## config.mk

```make
export PLATFORM = sky130hd
export DESIGN_NAME = muldiv_unit
export DESIGN_NICKNAME = d
export VERILOG_FILES = /design/src/rtl/muldiv_pkg.sv /design/src/rtl/cond_negate.sv /design/src/rtl/muldiv_unit.sv
export SDC_FILE = /design/constraint.sdc
export NUM_CORES = 1
export LEC_CHECK = 0
export ABC_AREA = 0
export CAP_MARGIN = 20
export CORE_MARGIN = 1
export CORE_UTILIZATION = 25
export DETAILED_ROUTE_END_ITERATION = 8
export MAX_ROUTING_LAYER = met4
export PLACE_DENSITY = 0.53
export SKIP_LAST_GASP = 1
export SYNTH_ARGS = -nofsm -noshare
export SYNTH_HDL_FRONTEND = slang
export SYNTH_SLANG_ARGS = --single-unit
```

## constraint.sdc

```tcl
create_clock -name clk -period 8.5 [get_ports clk]
set_input_delay 1.7 -clock clk [delete_from_list [all_inputs] [get_ports clk]]
set_output_delay 1.7 -clock clk [all_outputs]
set_load 0.1 [all_outputs]
```

## src/rtl/muldiv_pkg.sv

```systemverilog
// Shared definitions for the iterative multiply/divide unit: op codes, FSM states
// and the step-counter width helper.
package muldiv_pkg;

  localparam logic [1:0] OP_MULTU = 2'b00;
  localparam logic [1:0] OP_MULT  = 2'b01;
  localparam logic [1:0] OP_DIVU  = 2'b10;
  localparam logic [1:0] OP_DIV   = 2'b11;

  typedef enum logic [1:0] {
    IDLE = 2'd0,
    CALC = 2'd1,
    SIGN = 2'd2,
    DONE = 2'd3
  } state_e;

  localparam int unsigned DEF_WIDTH = 32;

  // Step counter width: clog2 of the operand width.
  function automatic int unsigned cnt_width(input int unsigned w);
    return (w < 2) ? 1 : $clog2(w);
  endfunction

endpackage

```

## src/rtl/cond_negate.sv

```systemverilog
// Conditional two's-complement: y = neg ? -x : x.
module cond_negate #(
  parameter int unsigned N = 32
) (
  input  logic [N-1:0] x,
  input  logic         neg,
  output logic [N-1:0] y
);

  assign y = neg ? (~x + N'(1)) : x;

endmodule

```

## src/rtl/muldiv_unit.sv

```systemverilog
// Iterative radix-2 multiply/divide with MIPS-style HI/LO results and a
// start/busy/done handshake.
module muldiv_unit
  import muldiv_pkg::*;
#(
  parameter int unsigned WIDTH = DEF_WIDTH
) (
  input  logic             clk,
  input  logic             rst_n,
  input  logic             start,
  input  logic [1:0]       op,
  input  logic [WIDTH-1:0] a,
  input  logic [WIDTH-1:0] b,
  output logic             busy,
  output logic             done,
  output logic             div_by_zero,
  output logic [WIDTH-1:0] hi,
  output logic [WIDTH-1:0] lo
);

  localparam int unsigned CW = cnt_width(WIDTH);
  localparam int unsigned W2 = 2 * WIDTH;

  state_e           state_q, state_d;
  logic [CW-1:0]    cnt_q, cnt_d;
  logic             prime_q, prime_d;
  logic [W2-1:0]    acc_q, acc_d;
  logic [1:0]       op_q;
  logic             sa_q, sb_q, bz_q;
  logic [WIDTH-1:0] a_raw_q, mag_a_q, mag_b_q;
  logic             busy_q, busy_d, done_q, done_d, dbz_q, dbz_d;
  logic [WIDTH-1:0] hi_q, hi_d, lo_q, lo_d;
  logic             load_c;

  // Operand magnitudes for signed ops, taken at the accepting edge.
  logic             in_signed_c;
  logic [WIDTH-1:0] abs_a_c, abs_b_c;

  assign in_signed_c = (op == OP_MULT) || (op == OP_DIV);

  cond_negate #(.N(WIDTH)) u_abs_a (.x(a), .neg(in_signed_c & a[WIDTH-1]), .y(abs_a_c));
  cond_negate #(.N(WIDTH)) u_abs_b (.x(b), .neg(in_signed_c & b[WIDTH-1]), .y(abs_b_c));

  // One radix-2 step of shift-add multiply and restoring divide.
  logic             is_div_c;
  logic [WIDTH:0]   sum_c, shifted_c, diff_c;
  logic [W2-1:0]    mul_step_c, div_step_c;

  assign is_div_c   = (op_q == OP_DIVU) || (op_q == OP_DIV);
  assign sum_c      = {1'b0, acc_q[W2-1:WIDTH]} + {1'b0, mag_b_q};
  assign mul_step_c = acc_q[0] ? {sum_c, acc_q[WIDTH-1:1]} : {1'b0, acc_q[W2-1:1]};
  assign shifted_c  = {acc_q[W2-1:WIDTH], acc_q[WIDTH-1]};
  assign diff_c     = shifted_c - {1'b0, mag_b_q};
  assign div_step_c = diff_c[WIDTH]
                    ? {shifted_c[WIDTH-1:0], acc_q[WIDTH-2:0], 1'b0}
                    : {diff_c[WIDTH-1:0],    acc_q[WIDTH-2:0], 1'b1};

  // Sign fix-up; unsigned ops never set sa_q/sb_q so these pass through.
  logic [W2-1:0]    prod_c;
  logic [WIDTH-1:0] quo_c, rem_c;

  cond_negate #(.N(W2))    u_prod (.x(acc_q),              .neg(sa_q ^ sb_q), .y(prod_c));
  cond_negate #(.N(WIDTH)) u_quo  (.x(acc_q[WIDTH-1:0]),   .neg(sa_q ^ sb_q), .y(quo_c));
  cond_negate #(.N(WIDTH)) u_rem  (.x(acc_q[W2-1:WIDTH]),  .neg(sa_q),        .y(rem_c));

  always_ff @(posedge clk or negedge rst_n) begin
    if (!rst_n) begin
      state_q <= IDLE;
      cnt_q   <= '0;
      prime_q <= 1'b0;
      acc_q   <= '0;
      busy_q  <= 1'b0;
      done_q  <= 1'b0;
      dbz_q   <= 1'b0;
      hi_q    <= '0;
      lo_q    <= '0;
    end else begin
      state_q <= state_d;
      cnt_q   <= cnt_d;
      prime_q <= prime_d;
      acc_q   <= acc_d;
      busy_q  <= busy_d;
      done_q  <= done_d;
      dbz_q   <= dbz_d;
      hi_q    <= hi_d;
      lo_q    <= lo_d;
    end
  end

  always_ff @(posedge clk or negedge rst_n) begin
    if (!rst_n) begin
      op_q    <= OP_MULTU;
      sa_q    <= 1'b0;
      sb_q    <= 1'b0;
      bz_q    <= 1'b0;
      a_raw_q <= '0;
      mag_a_q <= '0;
      mag_b_q <= '0;
    end else if (load_c) begin
      op_q    <= op;
      sa_q    <= in_signed_c & a[WIDTH-1];
      sb_q    <= in_signed_c & b[WIDTH-1];
      bz_q    <= (b == '0);
      a_raw_q <= a;
      mag_a_q <= abs_a_c;
      mag_b_q <= abs_b_c;
    end
  end

  // Next-state and datapath control; the first CALC cycle loads the accumulator.
  always_comb begin
    state_d = state_q;
    cnt_d   = cnt_q;
    prime_d = prime_q;
    acc_d   = acc_q;
    hi_d    = hi_q;
    lo_d    = lo_q;
    dbz_d   = dbz_q;
    load_c  = 1'b0;
    case (state_q)
      IDLE, DONE: begin
        if (start) begin
          state_d = CALC;
          cnt_d   = CW'(WIDTH - 1);
          prime_d = 1'b1;
          load_c  = 1'b1;
        end else begin
          state_d = IDLE;
        end
      end
      CALC: begin
        if (prime_q) begin
          prime_d = 1'b0;
          acc_d   = {{WIDTH{1'b0}}, mag_a_q};
        end else begin
          acc_d = is_div_c ? div_step_c : mul_step_c;
          if (cnt_q == '0) state_d = SIGN;
          else             cnt_d   = cnt_q - CW'(1);
        end
      end
      SIGN: begin
        state_d = DONE;
        dbz_d   = is_div_c & bz_q;
        if (!is_div_c) begin
          hi_d = prod_c[W2-1:WIDTH];
          lo_d = prod_c[WIDTH-1:0];
        end else if (bz_q) begin
          hi_d = a_raw_q;
          lo_d = '1;
        end else begin
          hi_d = rem_c;
          lo_d = quo_c;
        end
      end
      default: state_d = IDLE;
    endcase
    busy_d = (state_d == CALC) || (state_d == SIGN);
    done_d = (state_d == DONE);
  end

  assign busy        = busy_q;
  assign done        = done_q;
  assign div_by_zero = dbz_q;
  assign hi          = hi_q;
  assign lo          = lo_q;

endmodule

```

After elaboration in Yosys (flattened, before gate mapping)
Cells that the tools add are included.

word-level totals
  bits in registers = 240
  input bits = 69
  logic and storage cells = 81

operators by class
  add/sub/neg operators = 8
  equality and inequality tests = 13
  multiplexer cells = 25
  bitwise logic cells = 9
  reduce and logical (&&, ||, !) cells = 10

operator list
  cell                                                                   count
  64-bit two-way mux                                                     5
  32-bit two-way mux                                                     8
  32-bit by 1-bit adder with 32-bit output, second input constant        4
  32-bit NOT                                                             4
  64-bit by 1-bit adder with 64-bit output, second input constant        1
  64-bit NOT                                                             1
  32-bit by 32-bit adder with 33-bit output                              1
  33-bit by 32-bit subtractor with 33-bit output                         1
  32-bit zero test                                                       1
  5-bit two-way mux                                                      3
  2-bit equality test, second input constant                             7
  5-bit one-hot mux with 2 select lines                                  1
  2-bit by 1-bit equality test with 1-bit output, second input constant  3
  2-bit inequality test, second input constant                           3
  2-bit one-hot mux with 3 select lines                                  1
  5-bit zero test                                                        1
  5-bit by 1-bit subtractor with 5-bit output, second input constant     1
  1-bit two-way mux                                                      4
  2-bit two-way mux                                                      2
  4-bit AND reduction                                                    1
  1-bit AND                                                              3
  1-bit logical OR                                                       3
  2-bit zero test                                                        1
  1-bit one-hot mux with 2 select lines                                  1
  4 further kinds                                                        4

Longest topological paths before layout
Gate-level depths: netlist of the first run.

  depth in word-level cells = 6
  gate-level depth with buffers = 16
  gate-level depth less buffers = 13

Modules after synthesis
Synthesis of the first run repeated with hierarchy kept, for this count alone.

second synthesis, totals
  cells, all modules = 2,135
  area total of the unflattened synthesis = 19,705.1 um^2

modules (own cells, without submodules)
  module                      instances  cells each  area an instance (um^2)  sequential area each (um^2)
  muldiv_unit                 1          1,533       14,948.1                 5,980.7
  cond_negate at u_abs_a ...  4          99          777.0                    0.0
  cond_negate at u_prod       1          206         1,649.1                  0.0

Worst setup path before layout of the first run
OpenSTA, ideal clock, no wires.

  kind = input to register
  start point = in a[8]
  end point = reg mag_a_q[29]
  data arrival time = 3,781 ps
  data required time = 8,364 ps
  slack = 4,583 ps
  stages on the path = 10
  buffers on the path = 0
  cells stage by stage = nor4_1 > nor2b_1 > nand3_1 > or4_1 > nor3_1 > and2_1 > nand3b_1 > o41ai_1 > xor2_1 > o21ai_0

on the way
  cells in the longest elaborated chain, start to end = 3

ends and longest elaborated chain
  item                                      RTL line            text
  start: declaration                        muldiv_unit.sv:12   input logic [WIDTH-1:0] a,
  32-bit NOT                                cond_negate.sv:10   assign y = neg ? (~x + N'(1)) : x;
  32-bit by 1-bit adder with 32-bit output  cond_negate.sv:10
  32-bit two-way mux                        cond_negate.sv:10
  end signal: assignment                    muldiv_unit.sv:105  mag_a_q <= abs_a_c;
  end: declaration                          muldiv_unit.sv:30   logic [WIDTH-1:0] a_raw_q, mag_a_q, mag_b_q;

Every way passes these cells.
A chain may end at the register's enable or synchronous reset.

Worst setup path in the final report of the first run
  start point = in a[2]
  end point = reg mag_a_q[28]

The elaborated chain is that of the path after synthesis.

==> results of run 1 <==
cells in the final DEF (no fill, tap or decap), drive strengths merged, types with 23 or more instances in the layout:
master         count
nor2             180
o31ai             24
mux2              63
clkdlybuf4s50    134
inv               98
dfrtp            238
mux2i             69
nand2            249
xnor2            143
nor3              29
a21o              28
clkbuf            45
ha                72
a21oi            171
nand3             28
o21ai            216
xor2              67
nor4              26
o211ai            23
synth_stat cells, types with 26 or more instances:
| library cell | number |
|---|---|
| nor2_1 | 180 |
| xor2_1 | 67 |
| dfrtp_1 | 238 |
| xnor2_1 | 143 |
| a21oi_1 | 170 |
| mux2i_1 | 69 |
| nand3_1 | 28 |
| nand2_1 | 248 |
| a21o_1 | 28 |
| inv_1 | 98 |
| nor3_1 | 29 |
| o21ai_0 | 214 |
| nor4_1 | 26 |
| clkbuf_1 | 108 |
| mux2_2 | 63 |
| ha_1 | 72 |
flip-flops by register name (all words and copies together), names as in the netlist:
register     count
acc_q           64
a_raw_q         32
hi              32
lo              32
mag_b_q         32
mag_a_q         31
cnt_q            5
state_q          2
busy             1
bz_q             1
div_by_zero      1
done             1
op_q             1
prime_q          1
sa_q             1
sb_q             1
power breakdown:
group	internal [mW]	switching (mW)	total, mW
Sequential	1.35	0.401	1.75
Clock	0.781	0.529	1.31
Combinational	1.28	1.86	3.15
kinds of logic (layout without fill, tap and decap cells):
logic type	Yosys count	count (layout)	synth area share (%)
mux	132	132	7.97
compound gates	607	607	21.1
flops	238	238	33.9
buf+inv	231	308	5.68
simple gates	611	611	15.6
other cells	0	5	0
fa+ha+maj	74	74	5.35
xor+xnor	210	210	10.5
worst min path at each step:
stage | startpoint | end | slack [ps]
2_1_floorplan | a_raw_q[31] | a_raw_q[31] | 450
3_3_place_gp | a_raw_q[31] | a_raw_q[31] | 460
3_5_place_dp | a_raw_q[31] | a_raw_q[31] | 470
4_1_cts | a_raw_q[31] | a_raw_q[31] | 490
5_1_grt | mag_a_q[29] | mag_a_q[29] | 500
6_report | mag_a_q[15] | mag_a_q[15] | 480
routing by layer:
metal / up-vias / track usage (%) / share of wire, %
met5: - / - / 0
met4: 0 / 4.19 / 2.1
met3: 71 / 2.24 / 4.4
met2: 362 / 27.6 / 48
met1: 7540 / 21.9 / 45
li1: 7540 / - / -
worst register-to-register path, delay by kind of cell (launching register included):
kind | cells | cell delay (ps)
adders and majority gates | 1 | 490
and+or+nand+nor | 1 | 190
DFF | 1 | 600
AOI/OAI and AO/OA | 7 | 1460
muxes | 1 | 460
buffers and inverters | 2 | 780
xor gates and xnor gates | 1 | 160
layout make-up:
type                    count  area [sq um]  share of cell area, %
repair buffers            154          1500                   7.25
clock inverters            11           135                  0.653
multi-input cells        1634         10700                   51.5
inverters                  98           368                   1.78
clock buffers              45           887                   4.29
well taps                 931          1160                   5.63
flip-flops and latches    238          5960                   28.8
diodes                      5          12.5                 0.0605
per-stage QoR:
| step | cell area (sq um) | utilization, % | hold WS, ps |
|---|---|---|---|
| after global placement | 19600 | 28.4 | 461 |
| after detailed placement | 19600 | 28.4 | 466 |
| after floorplan | 17600 | - | 447 |
| final | 20700 | 29.9 | 482 |
| after CTS | 20700 | 29.9 | 486 |
| after global routing | 20700 | 29.9 | 502 |
==> out/summary.json, run 1 <==
{
  "status": "finished clean",
  "power.density_cell_area_nw_per_um2": 300,
  "drc": 0,
  "clock_latency_ps": 600,
  "layout_cell_share_with_drive_strength_beyond_1_pct": 7.34,
  "end_kind": "register",
  "grt_pass1_wl_um": 92300,
  "postCtsResizedCells": 0,
  "finalWorstSetupSlack_ps": 3890,
  "grt_antenna_before_repair": 5,
  "cts_setup_buffers": 0,
  "fmax_mhz": 217,
  "reg2reg_to": "acc_q[38]",
  "drt-wirelength-per-cell_um": 18.8,
  "globalRouteOverflowTotal": 0,
  "worstPathCellList": "clkdlybuf4s50_1 > nor4_1 > and2_1 > nand2_1 > nor4_1 > nor3b_1 > nand2_1 > nor4_1 > a21oi_1 > xnor2_1 > o21ai_0",
  "hold-path-cell-count": 2,
  "ys_async_sr_fraction_pct": 100,
  "num-fill-cells": 7344,
  "numPortBuffers": 135,
  "cts.root.buffer_cell": "clkbuf_16",
  "finalSetupViolations": 0,
  "dominant_cells_by_area_after_synthesis": "dfrtp_1 34%, xnor2_1 7.1%, o21ai_0 6.1%",
  "core_sq_um": 69100,
  "grt_pass1_vias": 15500,
  "io_pins": 136,
  "yosysSeqAreaShare_pct": 33.9,
  "ys.flop_type": "dfrtp_1",
  "crit_path_top_delay_cell": "clkdlybuf4s50_1",
  "groute.usage.overall_pct": 16.9,
  "detailroute.via_count": 15500,
  "yosysWarnings": 0,
  "floorplan.initialDensity_pct": 25.4,
  "die_area_sq_um": 71400,
  "finalSetupTns_ps": 0,
  "cts_tree": "built",
  "post_synth_top_area_share_pct": 33.9,
  "crit_start": "a[2]",
  "area_delta_synth_final_pct": 17.7,
  "routed_via_density": 4.98,
  "syn-mean-instance-area_sq_um": 8.36,
  "rsz_0062_raised_after_global_routing": "no",
  "worst_r2r_startpoint": "acc_q[32]",
  "netlist_instances": 2103,
  "nets_final": 2299,
  "crit_path_frequent_cell": "nor4_1",
  "routed_wirelength_um": 58600,
  "timing.final.crit_share_pct": 54.2,
  "timing.clock.skew_ps": 16.3,
  "postCtsHoldBufs": 0,
  "dp.cells": 3055,
  "syn_area_sq_um": 17600,
  "tightest_hold_check_type": "register to register",
  "ys_types": 75,
  "timing.slew.headroom_pct": 28.3,
  "die_w_um": 267,
  "timing.critical_path.buf_inv": 1,
  "drtIter0Drc": 1083,
  "cts.clk_slew.worst_paths_ps": 60,
  "critical_path.top_delay_family": "simple AND/OR/NAND/NOR gates",
  "p_total_mw": 6.21,
  "timing.final.crit_period_ps": 4610,
  "vdd_ir_drop_max_mv": 0.170,
  "number_of_max_cap_violations": 0,
  "cts_inserted_buffers": 30,
  "synth.net_count": 2246,
  "dieHeight_um": 267,
  "cts_sinks": 238,
  "startpoint_type": "input pin",
  "finish.cell_count_without_fillers": 3116,
  "number_of_synthesized_flops_with_an_enable_pin": 0,
  "detailedPlace.worstSlack_ps": 3340,
  "cp_num_cells": 11,
  "dp_hpwl_um": 44300,
  "clock_path_buffers": 3,
  "setup.worst_path.class": "input pin to register",
  "placer_congestion_estimate": 0.905,
  "yosysTopAreaCell": "dfrtp_1",
  "worstSetupEndpoint": "mag_a_q[28]",
  "slew_at_the_pin_closest_to_its_max_slew_limit_ps": 1070,
  "grt_start_max_net_pins": 104,
  "flip_flop_and_latch_count_after_synthesis": 238,
  "cts-htree-levels": 1,
  "cpPeakStageDelay_ps": 540,
  "drtAntennaViolNets": 0,
  "p_leak_nw": 8.66,
  "slew_viol_final": 0,
  "critical_path_arrival_ps": 5050,
  "cp_max_fo": 6,
  "fp-row-count": 96,
  "final_hold_violating_endpoints": 0,
  "ff2ff_setup_slack_ps": 4240,
  "reg2regPathDepth": 13,
  "detailedRoute.firstPassIterationCount": 5,
  "worstPathRequired_ps": 8940
}
Power figures use the tool's default switching activity.
==> inputs of run 2 (changes only) <==
==> constraint.sdc (replaced) <==
create_clock -name clk -period 4.8 [get_ports clk]
set_input_delay 0.96 -clock clk [delete_from_list [all_inputs] [get_ports clk]]
set_output_delay 0.96 -clock clk [all_outputs]
set_load 0.1 [all_outputs]
==> run 2 against run 1 <==
- worst hold slack worse by 73 ps
- count of clock-buffer cells in the layout decreased by 3
- global-route usage is 0.18 points higher
- cell count grew 0.42%
- sequential share of layout area down 0.29 points
- highest routed layer unchanged
- via count up 0.59%
- sequential power grew 73%
- utilization up 0.30 points
- setup slack worse by 3000 ps
- clock power rose by 90%
- clock skew rose by 11 ps
==> out/summary.json, run 2 (synthesized netlist as in run 1, its figures left out) <==
{
  "status": "finished clean",
  "routed_via_density": {"value": 4.99, "change": "+0.18%"},
  "finalSetupViolations": {"value": 0, "change": "unchanged"},
  "grt_pass1_vias": {"value": 15500, "change": "-0.058%"},
  "cts.clk_slew.worst_paths": {"value": 60, "unit": "ps", "change": "about the same"},
  "timing.final.crit_period_ps": 3930,
  "startpoint_type": "register",
  "cts_inserted_buffers": {"value": 31, "change": "+3.3%"},
  "worstPathRequired": {"value": 5240, "unit": "ps", "change": "-3700 ps"},
  "final_hold_violating_endpoints": {"value": 0, "change": "unchanged"},
  "floorplan.initialDensity": {"value": 25.4, "unit": "%", "change": "unchanged"},
  "die_w": {"value": 267, "unit": "um", "change": "unchanged"},
  "tightest_hold_check_type": "input pin to asynchronous set/reset pin",
  "finalCoreUtilization": {"value": 30.2, "unit": "%", "change": "+0.30 points"},
  "dieHeight": {"value": 267, "unit": "um", "change": "unchanged"},
  "dp.cells": {"value": 3065, "change": "+0.33%"},
  "vdd_ir_drop_max": {"value": 0.292, "unit": "mV", "change": "+72%"},
  "routed_wirelength": {"value": 59100, "unit": "um", "change": "+0.73%"},
  "power.density_cell_area": {"value": 539, "unit": "nW/um^2", "change": "+80%"},
  "layout.cells.most_common_list": "247 x nand2_1, 236 x dfrtp_1, 214 x o21ai_0",
  "detailedRoute.firstPassIterationCount": {"value": 7, "change": "+2"},
  "layout_cell_share_with_drive_strength_beyond_1": {"value": 7.98, "unit": "%", "change": "+0.64 points"},
  "dp_hpwl": {"value": 44600, "unit": "um", "change": "+0.71%"},
  "p_leak": {"value": 8.77, "unit": "nW", "change": "+1.3%"},
  "mostFrequentLayoutCell": "nand2_1",
  "numPortBuffers": {"value": 135, "change": "unchanged"},
  "fp-row-count": {"value": 96, "change": "unchanged"},
  "cts_setup_buffers": {"value": 0, "change": "unchanged"},
  "p_total": {"value": 11.3, "unit": "mW", "change": "+81%"},
  "critical_path_arrival": {"value": 4370, "unit": "ps", "change": "-680 ps"},
  "area_delta_synth_final_pct": 18.9,
  "cp_max_fo": {"value": 49, "change": "+43"},
  "groute.usage.overall": {"value": 17.1, "unit": "%", "change": "+0.18 points"},
  "reg2reg_to": "acc_q[38]",
  "cts.root.buffer_cell": "clkbuf_16",
  "setup.worst_path.class": "register to register",
  "clock_latency": {"value": 610, "unit": "ps", "change": "about the same"},
  "worst_r2r_startpoint": "acc_q[32]",
  "finalSetupTns": {"value": 0, "unit": "ps", "change": "unchanged"},
  "io_pins": {"value": 136, "change": "unchanged"},
  "fmax_mhz": 255,
  "timing.clock.skew": {"value": 27.5, "unit": "ps", "change": "+11.2 ps"},
  "slew_viol_final": {"value": 0, "change": "unchanged"},
  "drt-wirelength-per-cell": {"value": 18.9, "unit": "um", "change": "+0.32%"},
  "grt_antenna_before_repair": {"value": 5, "change": "unchanged"},
  "grt_pass1_wl": {"value": 93000, "unit": "um", "change": "+0.81%"},
  "grt_start_max_net_pins": {"value": 102, "change": "-1.9%"},
  "rsz_0062_raised_after_global_routing": "no",
  "timing.final.crit_share_pct": 81.8,
  "die_area": {"value": 71400, "unit": "sq um", "change": "unchanged"},
  "nets_final": {"value": 2310, "change": "+0.48%"},
  "whs": {"value": 409, "unit": "ps", "change": "-72.9 ps"},
  "drtIter0Drc": {"value": 1250, "change": "+15%"},
  "ff2ff_setup_slack": {"value": 870, "unit": "ps", "change": "-3370 ps"},
  "postCtsHoldBufs": {"value": 0, "change": "unchanged"},
  "number_of_max_cap_violations": {"value": 0, "change": "unchanged"},
  "placer_congestion_estimate": {"value": 0.917, "change": "+1.4%"},
  "drc": {"value": 0, "change": "unchanged"},
  "core": {"value": 69100, "unit": "sq um", "change": "unchanged"},
  "timing.slew.headroom": {"value": 27.4, "unit": "%", "change": "-0.91 points"},
  "clock_path_buffers": {"value": 3, "change": "unchanged"},
  "postCtsResizedCells": {"value": 0, "change": "unchanged"},
  "end_kind": "register",
  "cts_sinks": {"value": 238, "change": "unchanged"},
  "detailroute.via_count": {"value": 15600, "change": "+0.59%"},
  "cts_tree": "built",
  "drtAntennaViolNets": {"value": 0, "change": "unchanged"},
  "finish.cell_count_without_fillers": {"value": 3129, "change": "+0.42%"},
  "globalRouteOverflowTotal": {"value": 0, "change": "unchanged"},
  "reg2regPathDepth": {"value": 13, "change": "unchanged"},
  "slew_at_the_pin_closest_to_its_max_slew_limit": {"value": 1090, "unit": "ps", "change": "+13.5 ps"},
  "largest-register": "acc_q",
  "largest_reg_flops": {"value": 64, "change": "unchanged"},
  "cts-htree-levels": {"value": 1, "change": "unchanged"}
}
## run 2: power by group
| part | internal, mW | total [mW] | switching (mW) |
|---|---|---|---|
| clock network | 1.51 | 2.49 | 0.983 |
| registers | 2.39 | 3.03 | 0.645 |
| logic | 2.32 | 5.73 | 3.41 |
## run 2: layer usage
metal  global-route usage (%)  share of wire, %  vias to the layer above
met5                        -                 0                        -
met4                     5.68               3.3                        0
li1                         -                 -                     7576
met3                     2.08               4.3                       99
met2                     27.5                47                      367
met1                     22.1                45                     7563
## run 2: worst max-delay path: stages (launching register included)
cell and delay (ps):
dfrtp_1 550, inv_1 220, fa_1 480, nand2b_1 200, a21oi_1 220, o41a_1 330
a21o_1 260, a21o_1 190, o221ai_1 190, xnor2_2 220, buf_12 270, mux2_2 370
a21oi_1 150, o22ai_1 80
## run 2: stage by stage
step | cell area [sq um] | setup slack, ps
after floorplan | 17600 | 1190
after global placement | 19800 | 635
after detailed placement | 19800 | 563
after CTS | 20900 | 861
after global routing | 20900 | 680
final | 20900 | 872
## run 2: area by class of cell
class	instances	area [sq um]
tap	931	1160
timing repair buffer	164	1620
antenna	6	15.0
clock buffer	42	887
multi-input combinational	1634	10700
clock inverter	16	204
sequential	238	5960
fill	7243	48200
inverter	98	368
## run 2: worst max path at each step
stage	start	endpoint	cells past startpoint
floorplan	acc_q[31]	acc_q[55]	15
global route	acc_q[32]	acc_q[38]	13
detailed placement	a[4]	mag_a_q[30]	12
finish	acc_q[32]	acc_q[38]	13
CTS	acc_q[32]	acc_q[38]	13
global placement	a[4]	mag_a_q[30]	12
